### src/rtl/ara_sys_arbiter.sv
// Packet-level arbiter merging the Ara and Ariane request streams onto one master port.
// Ara is preferred, but only for a bounded streak of packets while Ariane is kept waiting.
module ara_sys_arbiter #(
  parameter int unsigned DataWidth    = 64,
  parameter int unsigned MaxAraStreak = 4
) (
  input  logic                 clk_i,
  input  logic                 rst_ni,
  input  logic                 ara_valid_i,
  output logic                 ara_ready_o,
  input  logic [DataWidth-1:0] ara_data_i,
  input  logic                 ara_last_i,
  input  logic                 ariane_valid_i,
  output logic                 ariane_ready_o,
  input  logic [DataWidth-1:0] ariane_data_i,
  input  logic                 ariane_last_i,
  output logic                 mst_valid_o,
  input  logic                 mst_ready_i,
  output logic [DataWidth-1:0] mst_data_o,
  output logic                 mst_last_o,
  output logic                 mst_sel_o,
  output logic [3:0]           streak_o
);

  typedef enum logic [1:0] {
    IDLE        = 2'd0,
    LOCK_ARIANE = 2'd1,
    LOCK_ARA    = 2'd2
  } state_e;

  localparam logic [3:0] StreakMax = 4'(MaxAraStreak);

  state_e     state_q, state_d;
  logic [3:0] streak_q, streak_d;
  logic       sel;
  logic       hs;
  logic       pkt_done;

  always_ff @(posedge clk_i or negedge rst_ni) begin
    if (!rst_ni) begin
      state_q  <= IDLE;
      streak_q <= 4'd0;
    end else begin
      state_q  <= state_d;
      streak_q <= streak_d;
    end
  end

  // Source selection: fixed while locked, arbitrated only in IDLE.
  always_comb begin
    sel = 1'b1;
    unique case (state_q)
      LOCK_ARIANE: sel = 1'b0;
      LOCK_ARA:    sel = 1'b1;
      default: begin
        if (ara_valid_i && ariane_valid_i) sel = (streak_q < StreakMax);
        else if (ariane_valid_i)           sel = 1'b0;
        else                               sel = 1'b1;
      end
    endcase
  end

  always_comb begin
    mst_sel_o      = sel;
    mst_valid_o    = sel ? ara_valid_i : ariane_valid_i;
    mst_data_o     = sel ? ara_data_i  : ariane_data_i;
    mst_last_o     = sel ? ara_last_i  : ariane_last_i;
    ara_ready_o    = 1'b0;
    ariane_ready_o = 1'b0;
    // In IDLE with nothing valid no port is offered a ready.
    if (state_q != IDLE || mst_valid_o) begin
      if (sel) ara_ready_o    = mst_ready_i;
      else     ariane_ready_o = mst_ready_i;
    end
  end

  assign hs       = mst_valid_o && mst_ready_i;
  assign pkt_done = hs && mst_last_o;
  assign streak_o = streak_q;

  always_comb begin
    state_d = state_q;
    unique case (state_q)
      LOCK_ARIANE, LOCK_ARA: if (pkt_done) state_d = IDLE;
      default: begin
        // Lock as soon as a beat is presented so it cannot be withdrawn or switched.
        if (mst_valid_o && !pkt_done) state_d = sel ? LOCK_ARA : LOCK_ARIANE;
        else                          state_d = IDLE;
      end
    endcase
  end

  always_comb begin
    streak_d = streak_q;
    if (pkt_done) begin
      if (sel && ariane_valid_i)
        streak_d = (streak_q >= StreakMax) ? StreakMax : streak_q + 4'd1;
      else
        streak_d = 4'd0;
    end
  end

endmodule

### config.mk
export PLATFORM = sky130hd
export DESIGN_NAME = ara_sys_arbiter
export DESIGN_NICKNAME = d
export VERILOG_FILES = /design/src/rtl/ara_sys_arbiter.sv
export SDC_FILE = /design/constraint.sdc
export NUM_CORES = 1
export LEC_CHECK = 0
export CORE_AREA = 2 2 81 83
export DETAILED_ROUTE_END_ITERATION = 12
export DIE_AREA = 0 0 83 85
export PLACE_DENSITY = 0.76
export SYNTH_ARGS = -nofsm -noshare
export SYNTH_HDL_FRONTEND = slang
export SYNTH_SLANG_ARGS = --single-unit
export TNS_END_PERCENT = 5
### constraint.sdc
create_clock -name clk_i -period 2.95 [get_ports clk_i]
set_clock_uncertainty 0.1 [all_clocks]
set_input_delay 0.4425 -clock clk_i [delete_from_list [all_inputs] [get_ports clk_i]]
set_output_delay 0.4425 -clock clk_i [all_outputs]
set_load 0.01 [all_outputs]
==> out/summary.txt, run 1 <==
WP data required = 2410 ps
share of the synthesized area in the top cell type = 0.587
Avg Vias per Cell = 4.31
ratio of cells with drive above 1 in the final layout = 0.0546
Die Y = 85 µm
worst slew pin tran = 373 ps
Worst Path Max Fanout = 20
Layout Cells excl Fill = 535
fraction of registers with async set/reset = 1.00
root buffer cell = clkbuf_8
Pwr Density = 1100 nW/µm²
CTS tree = yes
final hold vios = 0
critical path start-end classification = reg2out
Yosys cell types = 29
via count = 2304
CTS Buf Count = 3
Seq/Total Area, Yosys = 0.120
RSZ-0062 raised after global routing = true
GR Overflow Total = 0
initial antenna violation count = 0
synth cell count leaders = nand2_1 (195), buf_2 (10), dfrtp_1 (6), inv_1 (5), nor2_1 (5)
die width = 83 µm
reg2reg setup slack = 830 ps
clock period minus worst slack = 2870 ps
hpwl dp = 5.42 mm
crit end category = primary output
part of the power in combinational logic = 0.936
die footprint = 7060 µm²
Sink Count = 6
Crit path buffers/inverters = 3
fin crit share = 0.973
EDFF count, synth = 0
final core utilization = 0.595
Final Cell Area = 3690 µm²
Sw Share = 0.460
# IOs = 208
final setup fails = 0
most frequent cell after synthesis = nand2_1
gr usage total = 0.179
largest net degree at the start of global routing = 33
# port buffers = 207
Remaining DRCs = 0
synth-to-layout area growth = 196%
Power Internal = 2190 µW
share of power burned in registers = 0.034
Starting Density = 0.201
per-cell routed wire length = 12.8 µm
Psw = 1870 µW
Leak Pwr = 0.00219 µW
Max Root-Sink Buffers = 2
Achievable Freq = 0.348 GHz
yosys warns = 0
Synth Register Bits = 6
RePlAce Congestion = 0.814
fin nets = 598
DRT iter0 DRCs = 43
status = finished, final reports clean
placed cells = 530
CP top delay family = buffers and inverters
Slew headroom = 0.751
Skew-Pair Late Insertion Delay = 220 ps
CTS H-tree depth = 1
core box area = 6200 µm²
ANT cells = 0
Avg Inst Size Synth = 4.93 µm²
final hold slack = 364 ps
top_reg_cell synth = dfrtp_1
crit path DAT = 2330 ps
Max Slew Vio Count = 0
WL final = 6.86 mm
synthesized instance count = 253
Critical Path, Cell by Cell = inv_1 -> ha_4 -> or2b_4 -> o21ai_4 -> buf_8 -> nand2_1 -> nand2_1 -> clkdlybuf4s50_1
Worst-path clk slew = 30 ps
power share of the clock group = 0.030
Pre-antenna DRT Iters = 5
Final ANT Viol Nets = 0
FP Rows = 29
largest area contributor in the netlist = nand2_1
Worst setup SP type = register
syn_nets = 391
setup_tns = 0 ps
area of the mapped netlist = 1250 µm²
vias in the first global route = 2311
Synth area leaders = nand2_1 (59%), dfrtp_1 (12%), buf_2 (4.0%)
placed cell areas = 3450 µm²
Max VDD drop = 0.969 mV
first-pass GRT wire length = 10.5 mm
max-cap violations = 0
Hold/Removal Path Class = in2async
Worst path slowest cell = clkdlybuf4s50_1
CP max stage delay = 550 ps
CP most frequent cell = nand2_1
[worst register-to-register path, stage by stage, from the launching register on]
cell	delay, ps
dfrtp_1	360
inv_1	80
ha_4	320
or2b_4	310
o21ai_4	130
inv_2	120
buf_4	200
o211a_1	140
mux2_4	250
[flip-flops by register name, summed over array words and instances (netlist names)]
name	count
streak_o	4
state_q	2
[cells in the final DEF (no fill, tap or decap), drive strengths merged]
master / count
o2111ai: 1
and2b: 1
nor4b: 1
o221ai: 1
mux2: 2
nand2b: 1
or2b: 1
ha: 3
or4b: 1
nor3b: 1
clkdlybuf4s50: 160
buf: 10
nand4: 1
nor2: 5
mux2i: 1
nand3b: 1
o21ai: 3
o211ai: 1
o22a: 1
inv: 6
dlymetal6s2s: 47
dfrtp: 6
a21boi: 1
nand2: 195
a21oi: 3
clkbuf: 3
o211a: 1
[kinds of logic (layout without fill, tap and decap cells)]
logic type,after synthesis,count (layout),synth area share
mux,3,3,0.0321
buf+inv,21,226,0.0743
compound gates,12,12,0.0864
simple gates,208,208,0.657
fa+ha+maj,3,3,0.0301
flops,6,6,0.120
[worst paths after layout]
kind | endpoint | cells past startpoint | startpoint
setup / recovery | mst_data_o[15] | 8 | state_q[1]
hold / removal | streak_o[3] | 1 | rst_ni
setup reg to reg | streak_o[2] | 8 | state_q[1]
hold reg to reg | state_q[0] | 2 | state_q[0]
max in group asynchronous | state_q[1] | 1 | rst_ni
min in group clk_i | state_q[0] | 2 | state_q[0]
[metal layers]
| metal | part of all wire | vias to the layer above | GRT usage |
|---|---|---|---|
| met5 | 0 | - | 0 |
| met2 | 0.52 | 120 | 0.352 |
| li1 | - | 1183 | - |
| met4 | 0.020 | 0 | 0.0551 |
| met3 | 0.073 | 12 | 0.0321 |
| met1 | 0.39 | 989 | 0.192 |
[metrics by stage]
step                      power [µW]  setup slack [ps]
after floorplan                 1850               716
after global placement          3830               119
after detailed placement        3870              56.4
after CTS                       4230              34.4
after global routing            4420             -28.2
final                           4060              79.6
[power groups by stage]
stage | clock network (µW) | registers, µW | logic (µW)
4_1_cts | 123 | 137 | 3970
3_5_place_dp | 0 | 137 | 3730
6_report | 122 | 137 | 3800
2_1_floorplan | 0 | 140 | 1710
5_1_grt | 130 | 142 | 4140
3_3_place_gp | 0 | 136 | 3690
[cell type report]
type,instances,area (µm²)
clock buffers,3,41.3
multi-input cells,226,1040
well taps,77,96.3
repair buffers,217,2340
fillers,584,2510
inverters,6,22.5
flip-flops and latches,6,150
[timing repair]
action / CTS / global route
gates cloned: 1 / 0
setup buffers: 1 / 0
hold buffers: 0 / 0
endpoints found under the setup margin: 65 / 64
gates resized for setup: 7 / 49
pin swaps: 1 / 2
endpoints found under the hold margin: 0 / 0
(Power assumes the default switching activity.)
==> run 2: changes to the inputs <==
- CTS_BUF_LIST: default -> sky130_fd_sc_hd__clkbuf_8
==> results of run 2 <==
No change in the layout: final DEF, timing and power equal those of run 1.
